===== config.mk =====
export PLATFORM = sky130hd
export DESIGN_NAME = reg_file_param
export DESIGN_NICKNAME = d
export VERILOG_FILES = /design/src/rtl/reg_file_param.sv
export SDC_FILE = /design/constraint.sdc
export NUM_CORES = 2
export LEC_CHECK = 0
export BUFFER_PORTS_ARGS = -buffer_cell sky130_fd_sc_hd__buf_2
export CAP_MARGIN = 30
export CORE_ASPECT_RATIO = 0.5
export CORE_MARGIN = 2
export CORE_UTILIZATION = 35
export CTS_BUF_LIST = sky130_fd_sc_hd__clkbuf_4 sky130_fd_sc_hd__clkbuf_8
export CTS_CLUSTER_DIAMETER = 200
export CTS_CLUSTER_SIZE = 25
export DETAILED_ROUTE_END_ITERATION = 16
export SYNTH_ARGS = -nofsm -noshare
export SYNTH_HDL_FRONTEND = slang
export SYNTH_SLANG_ARGS = --single-unit

===== constraint.sdc =====
create_clock -name CLK -period 5.4 [get_ports CLK]
set_clock_uncertainty 0.2 [all_clocks]
set_input_delay 0.81 -clock CLK [delete_from_list [all_inputs] [get_ports CLK]]
set_output_delay 0.81 -clock CLK [all_outputs]
set_load 0.01 [all_outputs]

===== src/rtl/reg_file_param.sv =====
// Parametrised register file: one write port, two registered read ports,
// optional hardwired-zero register 0, optional write-to-read bypass, read-valid strobe.
module reg_file_param #(
  parameter int DATA_WIDTH = 32,
  parameter int ADDR_WIDTH = 5,
  parameter int ZERO_REG   = 1,
  parameter int BYPASS     = 1
) (
  input  logic                  CLK,
  input  logic                  RESET,
  input  logic                  READ,
  input  logic                  WRITE,
  input  logic [ADDR_WIDTH-1:0] ADDR_R1,
  input  logic [ADDR_WIDTH-1:0] ADDR_R2,
  input  logic [ADDR_WIDTH-1:0] ADDR_W,
  input  logic [DATA_WIDTH-1:0] DATA_W,
  output logic [DATA_WIDTH-1:0] DATA_R1,
  output logic [DATA_WIDTH-1:0] DATA_R2,
  output logic                  VALID_R
);

  localparam int DEPTH = 2 ** ADDR_WIDTH;

  logic [DATA_WIDTH-1:0] regs_q [DEPTH];
  logic [DATA_WIDTH-1:0] rd1_q, rd1_d;
  logic [DATA_WIDTH-1:0] rd2_q, rd2_d;
  logic                  vld_q;
  logic                  wr_en;
  logic [DEPTH-1:0]      wr_dec_d;

  // Writes to register 0 are dropped when it is hardwired to zero.
  assign wr_en = WRITE && !((ZERO_REG != 0) && (ADDR_W == '0));

  always_comb begin
    wr_dec_d = '0;
    if (wr_en) wr_dec_d[ADDR_W] = 1'b1;
  end

  function automatic logic [DATA_WIDTH-1:0] rd_mux(
    input logic [ADDR_WIDTH-1:0] addr,
    input logic [DATA_WIDTH-1:0] stored,
    input logic                  wen,
    input logic [ADDR_WIDTH-1:0] waddr,
    input logic [DATA_WIDTH-1:0] wdata
  );
    if ((ZERO_REG != 0) && (addr == '0))
      return '0;
    else if ((BYPASS != 0) && wen && (waddr == addr))
      return wdata;
    else
      return stored;
  endfunction

  always_comb begin
    rd1_d = rd_mux(ADDR_R1, regs_q[ADDR_R1], wr_en, ADDR_W, DATA_W);
    rd2_d = rd_mux(ADDR_R2, regs_q[ADDR_R2], wr_en, ADDR_W, DATA_W);
  end

  always_ff @(posedge CLK) begin
    if (RESET) begin
      for (int i = 0; i < DEPTH; i++) regs_q[i] <= '0;
      rd1_q <= '0;
      rd2_q <= '0;
      vld_q <= 1'b0;
    end else begin
      for (int i = 0; i < DEPTH; i++)
        if (wr_dec_d[i]) regs_q[i] <= DATA_W;
      if (READ) begin
        rd1_q <= rd1_d;
        rd2_q <= rd2_d;
      end
      vld_q <= READ;
    end
  end

  assign DATA_R1 = rd1_q;
  assign DATA_R2 = rd2_q;
  assign VALID_R = vld_q;

endmodule


# Word-level counts from Yosys, hierarchy flattened
# Memories as Yosys holds them, arrays and structs flattened.
# Index checks and enable logic that the tools add are counted.
dict set report word_totals {
  reg_bits 65
  mem_bits_rw 1024
  in_bits 51
  out_inout_bits 65
  mem_count 1
}
# name depth word_bits read_ports rd_clocked_by_memory_dff write_ports line_no
set mem_list {}
lappend mem_list {regs_q 32 32 2 0 32 24} ;# logic [DATA_WIDTH-1:0] regs_q [DEPTH];
dict set report classes {
  magnitude_cmp 2
  eq_ne 2
  n_mux 137
  bitwise_logic 32
  n_reduce_logical 8
}
# cell n
set op_table {}
lappend op_table {{$mux W32} 37}
lappend op_table {{$mux W1} 99}
lappend op_table {{$or A1 B1 Y1} 32}
lappend op_table {{$logic_not A5 Y1} 3}
lappend op_table {{$eq A5 B5 Y1} 2}
lappend op_table {{$lt A5 B6 Y1 const B} 1}
lappend op_table {{$demux W1 S5} 1}
lappend op_table {{$ge A5 B1 Y1 const B} 1}
lappend op_table {{$logic_and A1 B1 Y1} 4}
lappend op_table {{$logic_not A1 Y1} 1}

# Logic depth before layout (Yosys ltp)
dict set report depth {
  ltp_word 9
  mapped_depth 10
  depth_no_buf 5
}

# Worst setup path after synthesis
# No wires, ideal clock.
dict set report synth_timing {
  kind {input to register}
  start {input port ADDR_W[2]}
  end {memory regs_q[28][0], enable pin}
  setup_time_ps 466
  arrival_ps 3773
  slack_ps 961
  path_stages 4
  path_cell_list {buf_2 nor3_4 or3_1 o21ai_0}
}
# element line_no
set synth_lines {}
lappend synth_lines {{start: declaration} 15} ;# input logic [ADDR_WIDTH-1:0] ADDR_W,
lappend synth_lines {{end: declaration} 24}

# Worst setup path in the final report
dict set report layout_timing {
  start {input port ADDR_R1[1]}
  end {register rd1_q[8], in the netlist DATA_R1[8]}
}
dict set report layout_between {
  elab_chain_len 4
  elab_cells_between_ends 6
}
# element line_no
set layout_lines {}
lappend layout_lines {{start: declaration} 13} ;# input logic [ADDR_WIDTH-1:0] ADDR_R1,
lappend layout_lines {{parallel branches: the longest is 3 deep, another holds $mem_v2 Z32 W32} --}
lappend layout_lines {{$mux W32 *} 46} ;# if ((ZERO_REG != 0) && (addr == '0))
lappend layout_lines {{end signal: assignment} 69} ;# rd1_q <= rd1_d;
lappend layout_lines {{end: declaration} 25} ;# logic [DATA_WIDTH-1:0] rd1_q, rd1_d;
# Mark *: on every way between the ends.
# A chain may end at the register's enable or synchronous reset.

==> impl_metrics.xml <==
<?xml version="1.0" encoding="UTF-8"?>
<metrics>
  <group name="route">
    <metric name="detail_route.vias_per_cell" unit="">6.37</metric>
    <metric name="wl_per_cell" unit="microns">34.4</metric>
    <metric name="detail-route-antenna-nets" unit="">0</metric>
    <metric name="wl" unit="mm">189</metric>
    <metric name="detailroute.via_count" unit="">35000</metric>
    <metric name="detailedRoute.firstIterationViolations" unit="">5715</metric>
    <metric name="remaining_drc_errors" unit="">0</metric>
    <metric name="drtPass1Iterations" unit="">6</metric>
  </group>
  <group name="floorplan">
    <metric name="rows" unit="">100</metric>
    <metric name="floorplan.die.width" unit="microns">554</metric>
    <metric name="floorplan.initialDensity" unit="">0.354</metric>
    <metric name="die-area" unit="sq mm">0.155</metric>
    <metric name="floorplan.io_pins" unit="">116</metric>
    <metric name="core_area" unit="sq mm">0.150</metric>
    <metric name="die_height" unit="microns">279</metric>
  </group>
  <group name="placement">
    <metric name="detailedPlace.worstSlack" unit="ns">1.34</metric>
    <metric name="dp_hpwl" unit="mm">122</metric>
    <metric name="port-buffer-count" unit="">115</metric>
    <metric name="weighted_congestion_at_the_end_of_routability_driven_global_placement" unit="">0.933</metric>
    <metric name="place_area" unit="sq mm">0.0562</metric>
  </group>
  <group name="clock_tree">
    <metric name="max-clock-path-buffers" unit="">3</metric>
    <metric name="cts_tree" unit="">yes</metric>
    <metric name="clock_tree.root_cell" unit="">sky130_fd_sc_hd__clkbuf_8</metric>
    <metric name="htreeDepth" unit="">2</metric>
    <metric name="post_cts_hold_buffer_count" unit="">0</metric>
    <metric name="cts.reportedPaths.clkPinSlew" unit="ns">0.16</metric>
    <metric name="post_cts_resize_count" unit="">0</metric>
    <metric name="worst_skew_pair.late_latency" unit="ns">0.78</metric>
    <metric name="cts-buffers-inserted" unit="">49</metric>
    <metric name="clkSinkCount" unit="">1089</metric>
    <metric name="post_cts_buffers" unit="">0</metric>
  </group>
  <group name="pwr">
    <metric name="pwr_density" unit="mW/mm^2">290</metric>
    <metric name="leakage_power" unit="nW">19.0</metric>
    <metric name="irDropWorstVdd" unit="mV">0.173</metric>
  </group>
  <group name="worst_setup_path">
    <metric name="timing.critical_path.arrival" unit="ns">3.89</metric>
    <metric name="regToRegStartpoint" unit="">regs_q[1][21]</metric>
    <metric name="timing.critical_path.from" unit="">ADDR_R1[1]</metric>
    <metric name="critPathMaxFanout" unit="">73</metric>
    <metric name="cp.required" unit="ns">5.90</metric>
    <metric name="startpoint_kind_of_the_worst_setup_timing_path" unit="">primary input</metric>
    <metric name="critPathKind" unit="">primary input to register</metric>
    <metric name="endpoint_kind" unit="">register</metric>
  </group>
  <group name="synth">
    <metric name="area_share_of_the_leading_cell_type_in_the_synthesized_netlist" unit="">0.580</metric>
    <metric name="synth_seq_area_share" unit="">0.604</metric>
    <metric name="synth.mux.area_fraction" unit="">0.246</metric>
    <metric name="synth-edff-count" unit="">1024</metric>
    <metric name="post_synth_num_cell_types" unit="">55</metric>
    <metric name="synth_top_family_by_area" unit="">multiplexers</metric>
    <metric name="synthDominantAreaCellType" unit="">sky130_fd_sc_hd__edfxtp_1</metric>
    <metric name="synth_compound_area_frac" unit="">0.0512</metric>
    <metric name="synth-simple-area-share" unit="">0.0650</metric>
    <metric name="synth_top_flop_cell" unit="">sky130_fd_sc_hd__edfxtp_1</metric>
    <metric name="postSynthCellCount" unit="">3464</metric>
    <metric name="synth_adder_area_share" unit="">0</metric>
    <metric name="syn_std_cell_area" unit="sq mm">0.0530</metric>
    <metric name="ys_top_cells_by_area" unit="">sky130_fd_sc_hd__edfxtp_1 58%, sky130_fd_sc_hd__mux4_2 18%, sky130_fd_sc_hd__mux2i_1 4.5%, sky130_fd_sc_hd__nor2_1 4.0%, sky130_fd_sc_hd__dfxtp_1 2.5%</metric>
    <metric name="synthesis.yosys.warnings" unit="">0</metric>
    <metric name="syn-mean-instance-area" unit="sq um">15.3</metric>
    <metric name="ys_seq_elements" unit="">1089</metric>
    <metric name="ys_async_sr_fraction" unit="">0</metric>
    <metric name="synth_xor_xnor_area_share" unit="">0.00165</metric>
  </group>
  <group name="global_routing">
    <metric name="globalRoute.totalOverflow" unit="">0</metric>
    <metric name="grt_use_met1" unit="">0.330</metric>
    <metric name="grt_use_met3" unit="">0.0765</metric>
    <metric name="groute.usage.overall" unit="">0.238</metric>
    <metric name="grt_first_pass_wirelength" unit="mm">263</metric>
    <metric name="gr_util_met2" unit="">0.356</metric>
    <metric name="grt_max_degree" unit="">80</metric>
    <metric name="antenna_found_initial" unit="">5</metric>
    <metric name="global_routing_s_busiest_layer" unit="">met2</metric>
    <metric name="via_count_of_the_first_global_routing_pass" unit="">33700</metric>
  </group>
  <group name="cells_and_area">
    <metric name="fill_cells" unit="">13700</metric>
    <metric name="drive_gt1_frac" unit="">0.270</metric>
    <metric name="area_growth_synth_to_finish" unit="%">7.95</metric>
    <metric name="register_area" unit="sq mm">0.0321</metric>
    <metric name="multiInputGateArea" unit="sq mm">0.0197</metric>
    <metric name="finalCoreUtilization" unit="">0.383</metric>
    <metric name="finish.net_count" unit="">3510</metric>
    <metric name="final_standard_cell_area_without_fillers" unit="sq mm">0.0572</metric>
  </group>
  <group name="sta">
    <metric name="finalSetupViolCount" unit="">0</metric>
    <metric name="unrepaired_setup_endpoints_after_global_routing" unit="">false</metric>
    <metric name="min_period_over_period" unit="">0.629</metric>
    <metric name="timing.max_slew.rel_slack" unit="">0.262</metric>
    <metric name="tns" unit="ns">0</metric>
    <metric name="tightestPinTransition" unit="ns">1.11</metric>
    <metric name="achievable-frequency" unit="MHz">295</metric>
    <metric name="timing_hold_violations_final" unit="">0</metric>
    <metric name="final-max-slew-violation-count" unit="">0</metric>
    <metric name="time_the_final_worst_path_needs_with_i_o_delays_and_setup" unit="ns">3.40</metric>
    <metric name="fin_worst_hold_slack" unit="ns">0.165</metric>
    <metric name="timing.final.ws_setup" unit="ns">2.00</metric>
  </group>
  <group name="flow_run">
    <metric name="max_cap_violations" unit="">0</metric>
  </group>
  <group name="outcome">
    <metric name="run_status" unit="">finished, final reports clean</metric>
  </group>
  <group name="worst_hold_path">
    <metric name="worst_hold_startpoint" unit="">READ</metric>
    <metric name="hp-class" unit="">primary input to register</metric>
  </group>
</metrics>
==> report_power, final <==
part,switching (mW),internal [mW]
logic,1.63,1.03
registers,0.356,9.86
clock network,2.59,1.14
==> sequential cells by signal (all words and copies together) (netlist names) <==
register and cells:
DATA_R1 32, regs_q 1024, DATA_R2 32, VALID_R 1
==> critical path, cell delays in order <==
cell	delay, ns
sky130_fd_sc_hd__buf_8	0.57
sky130_fd_sc_hd__buf_12	0.40
sky130_fd_sc_hd__nand3b_1	0.80
sky130_fd_sc_hd__o221ai_1	0.45
sky130_fd_sc_hd__a21oi_1	0.17
sky130_fd_sc_hd__a22o_1	0.33
sky130_fd_sc_hd__o221ai_1	0.17
==> final cells by class <==
cell class                 instances  share of cell area
antenna                            3            0.000131
clock buffer                      88              0.0169
clock inverter                     1            0.000284
inverter                          35             0.00232
multi-input combinational       2033               0.343
sequential                      1089               0.560
tap                             1989              0.0435
timing repair buffer             251              0.0336
==> cell usage after synthesis (2+ instances only) <==
library cell and instances:
sky130_fd_sc_hd__buf_6 13, sky130_fd_sc_hd__o221a_2 10, sky130_fd_sc_hd__buf_2 88, sky130_fd_sc_hd__buf_4 17, sky130_fd_sc_hd__or2_2 3, sky130_fd_sc_hd__inv_1 35
sky130_fd_sc_hd__nor2_1 568, sky130_fd_sc_hd__nand2_1 225, sky130_fd_sc_hd__o21ai_0 37, sky130_fd_sc_hd__dfxtp_1 65, sky130_fd_sc_hd__clkbuf_1 193, sky130_fd_sc_hd__mux4_2 420
sky130_fd_sc_hd__o22ai_1 51, sky130_fd_sc_hd__a221oi_1 11, sky130_fd_sc_hd__nand2b_1 3, sky130_fd_sc_hd__nand3_1 32, sky130_fd_sc_hd__nor3_1 14, sky130_fd_sc_hd__mux2i_1 241
sky130_fd_sc_hd__nor2b_1 3, sky130_fd_sc_hd__or3b_2 2, sky130_fd_sc_hd__edfxtp_1 1024, sky130_fd_sc_hd__xnor2_1 3, sky130_fd_sc_hd__a31o_1 8, sky130_fd_sc_hd__nand3b_1 5
sky130_fd_sc_hd__a2111oi_4 2, sky130_fd_sc_hd__o2111ai_1 42, sky130_fd_sc_hd__o21ai_2 8, sky130_fd_sc_hd__buf_1 25, sky130_fd_sc_hd__or3_1 3, sky130_fd_sc_hd__a21oi_1 9
sky130_fd_sc_hd__a211oi_1 5, sky130_fd_sc_hd__o211ai_1 83, sky130_fd_sc_hd__o221ai_1 28, sky130_fd_sc_hd__a22o_1 12, sky130_fd_sc_hd__a22oi_1 43, sky130_fd_sc_hd__mux2_2 104
sky130_fd_sc_hd__or3b_1 2, sky130_fd_sc_hd__and2_1 2, sky130_fd_sc_hd__nor3b_1 3, sky130_fd_sc_hd__xor2_1 7
==> metal layers <==
metal | part of all wire | vias to the layer above
li1 | - | 13500
met1 | 0.39 | 18400
met2 | 0.43 | 2673
met3 | 0.14 | 347
met4 | 0.034 | 2
met5 | 0.000085 | -
==> path summary, 6_finish.rpt <==
check,endpoint,slack (ns),depth (start not counted)
worst max register to register,DATA_R1[21],3.00,5
worst min-delay path,VALID_R,0.17,2
worst max-delay path,DATA_R1[8],2.00,7
worst min register to register,DATA_R1[12],0.30,2
==> layout by cell type (no fill, tap or decap), drive strengths merged, types with 5 or more instances in the layout <==
cell	synthesis	routed
edfxtp	1024	1024
a31o	9	9
o211ai	84	84
o21ai	45	45
clkbuf	194	89
conb	1	32
o221a	10	10
nand3	32	32
o22ai	51	51
a221oi	11	11
nor2	568	568
mux4	420	420
o2111ai	42	42
nand2	225	225
buf	144	250
a22oi	43	43
a22o	12	12
mux2	104	104
nand3b	5	5
xor2	7	7
o221ai	28	28
a211oi	5	5
dfxtp	65	65
inv	35	34
a21oi	9	9
mux2i	241	241
nor3	16	16
==> kinds of logic (layout without fill, tap and decap cells) <==
kind of cell    after synthesis  in the layout
simple gates                871            871
xor+xnor                     10             10
mux                         765            765
buf+inv                     373            375
compound gates              355            355
flops                      1089           1089
other cells                   1             35
==> through the flow <==
stage / power [mW] / instances
floorplan: 11.8 / 3495
global placement: 12.9 / 5387
detailed placement: 13.0 / 5396
CTS: 16.5 / 5485
global route: 17.0 / 5487
finish: 16.6 / 5489
Note: power is estimated with default switching activity, not from simulation.
